==> config.mk <==
export PLATFORM = sky130hd
export DESIGN_NAME = t07_spi_target
export DESIGN_NICKNAME = d
export VERILOG_FILES = /design/src/rtl/t07_spi_target.sv
export SDC_FILE = /design/constraint.sdc
export NUM_CORES = 1
export LEC_CHECK = 0
export CAP_MARGIN = 30
export CORE_MARGIN = 4
export CORE_UTILIZATION = 40
export DETAILED_ROUTE_END_ITERATION = 10
export PLACE_DENSITY_LB_ADDON = 0.05
export RECOVER_POWER = 100
export SLEW_MARGIN = 40
export SYNTH_ARGS = -nofsm -noshare
export SYNTH_HDL_FRONTEND = slang
export SYNTH_SLANG_ARGS = --single-unit
==> constraint.sdc <==
create_clock -name clk -period 4.6 [get_ports clk]
set_input_delay 0.92 -clock clk [delete_from_list [all_inputs] [get_ports clk]]
set_output_delay 0.92 -clock clk [all_outputs]
set_load 0.01 [all_outputs]
==> src/rtl/t07_spi_target.sv <==
// t07_spi_target: SPI mode-0 target for the 16-bit {command, data} TFT link, oversampled by clk.
// Optional feature: define T07_SPI_TARGET_STATUS_EN to enable the cmd 11 status read.
module t07_spi_target #(
  parameter int SYNC_STAGES = 2,
  parameter int ADDR_W      = 8
) (
  input  logic              clk,
  input  logic              nrst,
  input  logic              cs_n,
  input  logic              sclk,
  input  logic              mosi,
  output logic              miso,
  output logic              reg_we,
  output logic [ADDR_W-1:0] reg_addr,
  output logic [7:0]        reg_wdata,
  output logic              rd_req,
  input  logic [7:0]        reg_rdata,
  output logic              frame_done,
  output logic              frame_err
);
  typedef enum logic [1:0] {DISARMED, IDLE, SHIFT, FINISH} state_t;

  localparam logic [4:0] CNT_CMD  = 5'd7;
  localparam logic [4:0] CNT_FULL = 5'd16;
  localparam logic [4:0] CNT_SAT  = 5'd17;

  logic [SYNC_STAGES-1:0] cs_sync_q, cs_sync_d;
  logic [SYNC_STAGES-1:0] sclk_sync_q, sclk_sync_d;
  logic [SYNC_STAGES-1:0] mosi_sync_q, mosi_sync_d;
  logic                   cs_prev_q, cs_prev_d;
  logic                   sclk_prev_q, sclk_prev_d;

  state_t      state_q, state_d;
  logic [4:0]  cnt_q, cnt_d;
  logic [15:0] rx_q, rx_d;
  logic [15:0] rx_next;
  logic [7:0]  tx_q, tx_d;
  logic        rd_req_q, rd_req_d;
  logic        ld_rd_q, ld_rd_d;
  logic        miso_q, miso_d;
  logic        reg_we_q, reg_we_d;
  logic [7:0]  reg_wdata_q, reg_wdata_d;
  logic [ADDR_W-1:0] reg_addr_q, reg_addr_d;
  logic        frame_done_q, frame_done_d;
  logic        frame_err_q, frame_err_d;
`ifdef T07_SPI_TARGET_STATUS_EN
  logic        st_req_q, st_req_d;
  logic        ld_st_q, ld_st_d;
  logic        err_sticky_q, err_sticky_d;
  logic [3:0]  frame_cnt_q, frame_cnt_d;
`endif

  logic cs_s, sclk_s, mosi_s;
  logic cs_rise, cs_fall, sclk_rise, sclk_fall;

  assign cs_s      = cs_sync_q[SYNC_STAGES-1];
  assign sclk_s    = sclk_sync_q[SYNC_STAGES-1];
  assign mosi_s    = mosi_sync_q[SYNC_STAGES-1];
  assign cs_rise   = cs_s & ~cs_prev_q;
  assign cs_fall   = ~cs_s & cs_prev_q;
  assign sclk_rise = sclk_s & ~sclk_prev_q;
  assign sclk_fall = ~sclk_s & sclk_prev_q;
  assign rx_next   = {rx_q[14:0], mosi_s};

  always_comb begin
    cs_sync_d    = {cs_sync_q[SYNC_STAGES-2:0], cs_n};
    sclk_sync_d  = {sclk_sync_q[SYNC_STAGES-2:0], sclk};
    mosi_sync_d  = {mosi_sync_q[SYNC_STAGES-2:0], mosi};
    cs_prev_d    = cs_s;
    sclk_prev_d  = sclk_s;
    state_d      = state_q;
    cnt_d        = cnt_q;
    rx_d         = rx_q;
    tx_d         = tx_q;
    rd_req_d     = 1'b0;
    ld_rd_d      = rd_req_q;
    reg_we_d     = 1'b0;
    reg_wdata_d  = reg_wdata_q;
    reg_addr_d   = reg_addr_q;
    frame_done_d = 1'b0;
    frame_err_d  = 1'b0;
`ifdef T07_SPI_TARGET_STATUS_EN
    st_req_d     = 1'b0;
    ld_st_d      = st_req_q;
    err_sticky_d = err_sticky_q;
    frame_cnt_d  = frame_cnt_q;
`endif
    case (state_q)
      DISARMED: if (cs_s) state_d = IDLE;
      IDLE: begin
        if (cs_fall) begin
          state_d = SHIFT;
          cnt_d   = '0;
          rx_d    = '0;
          tx_d    = '0;
        end
      end
      SHIFT: begin
        // cs_n rise takes priority over any sclk edge seen in the same cycle
        if (cs_rise) begin
          state_d = FINISH;
          if (cnt_q == CNT_FULL) begin
            case (rx_q[15:14])
              2'b00: begin
                reg_we_d     = 1'b1;
                reg_wdata_d  = rx_q[7:0];
                frame_done_d = 1'b1;
              end
              2'b10: begin
                reg_addr_d   = ADDR_W'(rx_q[7:0]);
                frame_done_d = 1'b1;
              end
              2'b01: frame_done_d = 1'b1;
              default: begin
`ifdef T07_SPI_TARGET_STATUS_EN
                frame_done_d = 1'b1;
                err_sticky_d = 1'b0;
`else
                frame_err_d  = 1'b1;
`endif
              end
            endcase
          end else begin
            frame_err_d = 1'b1;
          end
        end else begin
          if (ld_rd_q) tx_d = reg_rdata;
`ifdef T07_SPI_TARGET_STATUS_EN
          if (ld_st_q) tx_d = {err_sticky_q, 3'b000, frame_cnt_q};
`endif
          if (sclk_rise) begin
            rx_d = rx_next;
            if (cnt_q != CNT_SAT) cnt_d = cnt_q + 5'd1;
            // Command byte is complete on rise 8; only bits [7:6] matter
            if (cnt_q == CNT_CMD) begin
              rd_req_d = (rx_next[7:6] == 2'b01);
`ifdef T07_SPI_TARGET_STATUS_EN
              st_req_d = (rx_next[7:6] == 2'b11);
`endif
            end
          end else if (sclk_fall && (cnt_q >= 5'd9) && (cnt_q <= 5'd15)) begin
            tx_d = {tx_q[6:0], 1'b0};
          end
        end
      end
      default: state_d = IDLE;
    endcase
`ifdef T07_SPI_TARGET_STATUS_EN
    if (frame_done_d) frame_cnt_d = frame_cnt_q + 4'd1;
    if (frame_err_d) err_sticky_d = 1'b1;
`endif
    miso_d = (state_d == SHIFT) ? tx_d[7] : 1'b0;
  end

  always_ff @(posedge clk or negedge nrst) begin
    if (!nrst) begin
      cs_sync_q    <= '0;
      sclk_sync_q  <= '0;
      mosi_sync_q  <= '0;
      cs_prev_q    <= 1'b0;
      sclk_prev_q  <= 1'b0;
      state_q      <= DISARMED;
      cnt_q        <= '0;
      rx_q         <= '0;
      tx_q         <= '0;
      rd_req_q     <= 1'b0;
      ld_rd_q      <= 1'b0;
      miso_q       <= 1'b0;
      reg_we_q     <= 1'b0;
      reg_wdata_q  <= '0;
      reg_addr_q   <= '0;
      frame_done_q <= 1'b0;
      frame_err_q  <= 1'b0;
`ifdef T07_SPI_TARGET_STATUS_EN
      st_req_q     <= 1'b0;
      ld_st_q      <= 1'b0;
      err_sticky_q <= 1'b0;
      frame_cnt_q  <= '0;
`endif
    end else begin
      cs_sync_q    <= cs_sync_d;
      sclk_sync_q  <= sclk_sync_d;
      mosi_sync_q  <= mosi_sync_d;
      cs_prev_q    <= cs_prev_d;
      sclk_prev_q  <= sclk_prev_d;
      state_q      <= state_d;
      cnt_q        <= cnt_d;
      rx_q         <= rx_d;
      tx_q         <= tx_d;
      rd_req_q     <= rd_req_d;
      ld_rd_q      <= ld_rd_d;
      miso_q       <= miso_d;
      reg_we_q     <= reg_we_d;
      reg_wdata_q  <= reg_wdata_d;
      reg_addr_q   <= reg_addr_d;
      frame_done_q <= frame_done_d;
      frame_err_q  <= frame_err_d;
`ifdef T07_SPI_TARGET_STATUS_EN
      st_req_q     <= st_req_d;
      ld_st_q      <= ld_st_d;
      err_sticky_q <= err_sticky_d;
      frame_cnt_q  <= frame_cnt_d;
`endif
    end
  end

  assign miso       = miso_q;
  assign reg_we     = reg_we_q;
  assign reg_wdata  = reg_wdata_q;
  assign reg_addr   = reg_addr_q;
  assign rd_req     = rd_req_q;
  assign frame_done = frame_done_q;
  assign frame_err  = frame_err_q;

endmodule
# Word level (Yosys, flattened, before mapping)
# Cells that the tools add are included.
# Widths: inputs -> output; s select.
[totals]
in_bits = 13
mem_count = 0
rom_bits = 0
latch_bits = 0
wordCells = 89
out_inout_bits = 21
ram_bits = 0
register_bits = 61
[op_classes]
n_bitwise = 8
n_mul = 0
addsub = 1
eq_ne = 13
mux = 36
n_shift = 0
reduce_logical = 11
div = 0
order_cmp = 2
[op_table]
columns = ["cell", "n"]
rows = [
  ["$mux 16", 3],
  ["$mux 8", 5],
  ["$pmux 16 s2", 1],
  ["$mux 5", 4],
  ["$mux 1", 17],
  ["$pmux 8 s2", 1],
  ["$reduce_and 4->1", 3],
  ["$pmux 5 s2", 1],
  ["$ne 2x2->1 const B", 4],
  ["$eq 2x1->1 const B", 3],
  ["$eq 2x2->1 const B", 3],
  ["$mux 2", 3],
  ["$pmux 2 s3", 1],
  ["$add 5x1->5 const B", 1],
  ["$eq 5x3->1 const B", 1],
  ["$eq 5x5->1 const B", 1],
  ["$ge 5x4->1 const B", 1],
  ["$le 5x4->1 const B", 1],
  ["$ne 5x5->1 const B", 1],
  ["$reduce_and 5->1", 1],
  ["$and 1x1->1", 4],
  ["$logic_not 2->1", 2],
  ["$not 1->1", 4],
  ["$reduce_and 3->1", 1],
  ["3 further kinds", 4],
]

# Longest topological paths before layout
[depth]
depth_word = 9
ltp_mapped = 8
ltp_nobuf = 7

# Least setup slack after synthesis
# OpenSTA, ideal clock, no wires.
[synth_timing]
path_type = "reg-to-reg"
startpoint = "reg cnt_q[0]"
endpoint = "reg miso_q (netlist: miso)"
synth_period_minus_slack_ns = 1.934
n_path_buf = 0
setup_time_ns = 0.130
path_slack_ns = 2.666
arrival_ns = 1.804
stages_incl_launch_ff = 8
required_ns = 4.470
cell_sequence = "dfrtp_1 -> ha_1 -> and3_2 -> ha_1 -> a21oi_1 -> a2111oi_4 -> mux2i_1 -> a21oi_1"
[synth_between]
elab_chain_cells = 8
word_cells_on_any_way = 9
classes_between = "2 x order compare; 5 x mux; 2 x reduce/logical"
[synth_lines]
columns = ["element", "line_no", "text"]
rows = [
  ["start, declared", "34", "logic [4:0] cnt_q, cnt_d;"],
  ["start signal, assigned", "187", "cnt_q <= cnt_d;"],
  ["$ge 5x4->1", "141", "end else if (sclk_fall && (cnt_q >= 5'd9) && (cnt_q <= 5'd15)) begin"],
  ["$logic_and 1x1->1", "141", ""],
  ["$logic_and 1x1->1 (*)", "141", ""],
  ["$mux 8 (*)", "141", ""],
  ["$mux 8 (*)", "131", "if (sclk_rise) begin"],
  ["$mux 8 (*)", "100", "if (cs_rise) begin"],
  ["$pmux 8 s2 (*)", "88", "case (state_q)"],
  ["$mux 1 (*)", "152", "miso_d = (state_d == SHIFT) ? tx_d[7] : 1'b0;"],
  ["named net miso_d", "40", "logic miso_q, miso_d;"],
  ["end signal, assigned", "192", "miso_q <= miso_d;"],
  ["end, declared", "40", ""],
]
# The timed path passes the listed nets; every way through them passes the cells marked *. The select of a mux whose other input is x is not followed.
# A chain may end at the register's enable or synchronous reset.

# Worst setup path after layout
[layout_timing]
startpoint = "reg state_q[0]"
endpoint = "reg cnt_q[3]"
[layout_between]
elab_chain_cells = 3
word_cells_on_any_way = 9
classes_between = "6 x eq/ne; 1 x mux; 2 x reduce/logical"
[layout_lines]
columns = ["element", "line_no", "text"]
rows = [
  ["start, declared", "33", "state_t state_q, state_d;"],
  ["start signal, assigned", "186", "state_q <= state_d;"],
  ["$eq 2x2->1 / $eq 2x1->1 (equally long branches)", "88", ""],
  ["$ne 2x2->1 (no source line) / $reduce_bool 2->1 (equally long branches)", "--", ""],
  ["$reduce_and 5->1 (no source line)", "--", ""],
]
# Several ways; a longest one is shown, not always the timed one.

==> run_results.csv <==
group,metric,value,unit
run_status,status,"finished with violations",
run_status,violations,"capacitance limit, slew limit",
global_routing,grt_pass1_wl,9310,um
synthesis,yosysMostFrequentCell,"dfrtp_1",
clock_tree,cts.sinks,61,
power,power.density,402,nW/um^2
detailed_routing,vias_per_cell,5.31,
clock_tree,post-cts-setup-buffers,0,
place,dp_hpwl,3570,um
floorplanning,dieHeight,89.9,um
synthesis,ys_seq_elements,61,
critical_path,cp.required,4840,ps
cells_and_area,final_cell_area,3230,sq um
clock_tree,clock_latency,330,ps
global_routing,grt_pass1_vias,1893,
sta,maxSlewHeadroom,-48.2,%
floorplanning,num_io_pins,34,
clock_tree,cts_max_path_buffers,2,
clock_tree,clkTransAtPathRegs,70,ps
critical_path,crit_type,"flop to flop",
critical_path,cp-start-kind,"flop",
floorplanning,initial_core_util,41.8,%
critical_path,critPathMaxFanout,18,
clock_tree,cts_resized,0,
sta,tightestPinTransition,2220,ps
synthesis,synth_common_cells,"dfrtp_1 (61), mux2_2 (23), nand2_1 (18), a22o_1 (16), inv_1 (9)",
power,p_total,0.00130,W
sta,drv_slew,71,
sta,max_freq,304,MHz
cells_and_area,area.growth.synth_to_final,20.2,%
synthesis,synth-async-reset-ratio,100,%
synthesis,syn-cell-area,2680,sq um
sta,finalCriticalPeriod,3290,ps
floorplanning,core-area,6420,sq um
clock_tree,cts_inserted_buffers,9,
synthesis,syn_avg_cell_area,12.5,sq um
synthesis,synth_edf_count,0,
critical_path,arrival,3530,ps
sta,setup_violations,0,
synthesis,synth_top_area_cell,"dfrtp_1",
global_routing,grt_max_degree,43,
sta,post-route-period-util,71.4,%
detailed_routing,first_iter_violations,93,
detailed_routing,wl_met3,295,um
detailed_routing,avgRoutedWirePerCell,16.0,um
place,gp_congestion,0.788,
synthesis,yosysSeqAreaShare,56.9,%
synthesis,synth_flop_cell,"dfrtp_1",
synthesis,synthTopCellsByArea,"dfrtp_1 (57%), mux2_2 (9.7%), a22o_1 (5.2%)",
synthesis,netlist_instances,214,
synthesis,synth_top_area_share,56.9,%
global_routing,grt-ovfl-total,0,
detailed_routing,wl_met1,2590,um
run,maxCapViolations,3,
global_routing,antenna_found_initial,0,
cells_and_area,nFillCells,593,
synthesis,syn_nets,235,
cells_and_area,n_antenna_cell,0,
detailed_routing,maxUsedRoutingLayer,"met4",
clock_tree,root_buffer,"clkbuf_8",
floorplanning,fp.dieW,89.9,um
power,leakage,1.50,nW
detailed_routing,drt-total-wl,5360,um
place,io_buffer_count,33,
synthesis,synth_cell_types,44,
cells_and_area,layout-drive-gt1-share,16.3,%
sta,setup_tns,0,ps
power,max-vdd-ir-drop,0.187,mV
detailed_routing,vias,1779,
cells_and_area,final_nets,274,
floorplanning,core.rowCount,29,
sta,hold_slack,350,ps
clock_tree,hold_buffers,0,
clock_tree,cts_tree,"done",
floorplanning,die_area,8080,sq um
place,pre_cts_ws,2200,ps
place,dpl-instance-area,3090,sq um
clock_tree,h-tree-depth,3,
sta,rsz0062_at_grt,"false",
detailed_routing,ant_nets,0,
detailed_routing,wl_met2,2390,um
synthesis,synth_warnings,0,
global_routing,grtUsageTotal,14.5,%
worst_hold_path,holdCritPathClass,"flop to flop",
sta,hold_viol,0,
detailed_routing,first_pass_iters,4,
detailed_routing,drc,0,
sta,finalClockSkew,9.71,ps
critical_path,critPathCaptureType,"flop",
sta,fin_ws,1310,ps
-- cell usage in the layout (no fill, tap or decap), drive strengths merged, types with 2 or more instances in the layout --
master / instances
mux2i: 7
clkdlybuf4s50: 8
and3: 2
nor2b: 2
nor2: 5
inv: 9
o21ai: 10
clkinv: 2
mux2: 23
nor4: 4
clkbuf: 13
nand4b: 2
a22oi: 2
nand2: 18
clkinvlp: 2
nand3: 4
dlygate4sd3: 24
a21oi: 7
ha: 8
nand2b: 6
or3: 2
a22o: 16
dfrtp: 61
a21boi: 2
o211ai: 2
-- through the flow --
stage | utilization [%] | instances
3_5_place_dp | 48.1 | 319
3_3_place_gp | 48.1 | 319
5_1_grt | 50.2 | 335
4_1_cts | 50.6 | 335
6_report | 50.2 | 335
2_1_floorplan | - | 214
-- power breakdown --
group          leakage (nW)  switching, W  internal, W
Combinational         0.597      0.000159     0.000111
Clock                0.0764      0.000205     0.000194
Sequential            0.828     0.0000436     0.000584
-- flip-flops by register name (all words and copies together), names as in the netlist, 2 cells and up --
signal,cells
cnt_q,5
cs_sync_q,2
mosi_sync_q,2
reg_addr,8
reg_wdata,8
rx_q,16
sclk_sync_q,2
state_q,2
tx_q,8
-- path summary, 6_finish.rpt --
check	slack, ps	cells past startpoint	endpoint	startpoint
max	1310	7	cnt_q[3]$_DFFE_PN0P_	state_q[0]$_DFF_PN0_
min	350	0	sclk_sync_q[1]$_DFF_PN0_	sclk_sync_q[0]$_DFF_PN0_
max reg2reg	1310	7	cnt_q[3]$_DFFE_PN0P_	state_q[0]$_DFF_PN0_
min reg2reg	350	0	sclk_sync_q[1]$_DFF_PN0_	sclk_sync_q[0]$_DFF_PN0_
max in group asynchronous	2090	1	frame_err$_DFF_PN0_	nrst
min in group asynchronous	1240	1	tx_q[4]$_DFFE_PN0P_	nrst
-- per-layer routing --
metal | vias to the layer above | track usage, %
met5 | - | 0
met4 | 0 | 4.97
met3 | 9 | 6.18
met2 | 36 | 20.7
met1 | 879 | 19.8
li1 | 855 | -
-- critical path: stages (launching register included) --
cell and delay, ps:
dfrtp_1 390, inv_1 90, ha_1 370, inv_1 220, o22ai_1 150, a21boi_0 1650, nand2_1 120, o211ai_1 190
-- kinds of logic (layout without fill, tap and decap cells) --
logic type	Yosys count	in the layout	synth area share, %
flip-flops	61	61	56.9
AND/OR/NAND/NOR	52	52	11.1
AO/OA/AOI/OAI	48	48	13.8
multiplexers	30	30	12.3
buffers and inverters	15	59	2.24
adder cells (fa/ha/maj)	8	8	3.73
-- area by class of cell --
class	count	area (sq um)	share of cell area, %
multi-input combinational	138	1080	33.4
tap	77	96.3	2.99
sequential	61	1530	47.3
inverter	9	33.8	1.05
clock buffer	12	135	4.19
clock inverter	4	25.0	0.775
timing repair buffer	34	332	10.3
Power figures use the tool's default switching activity.
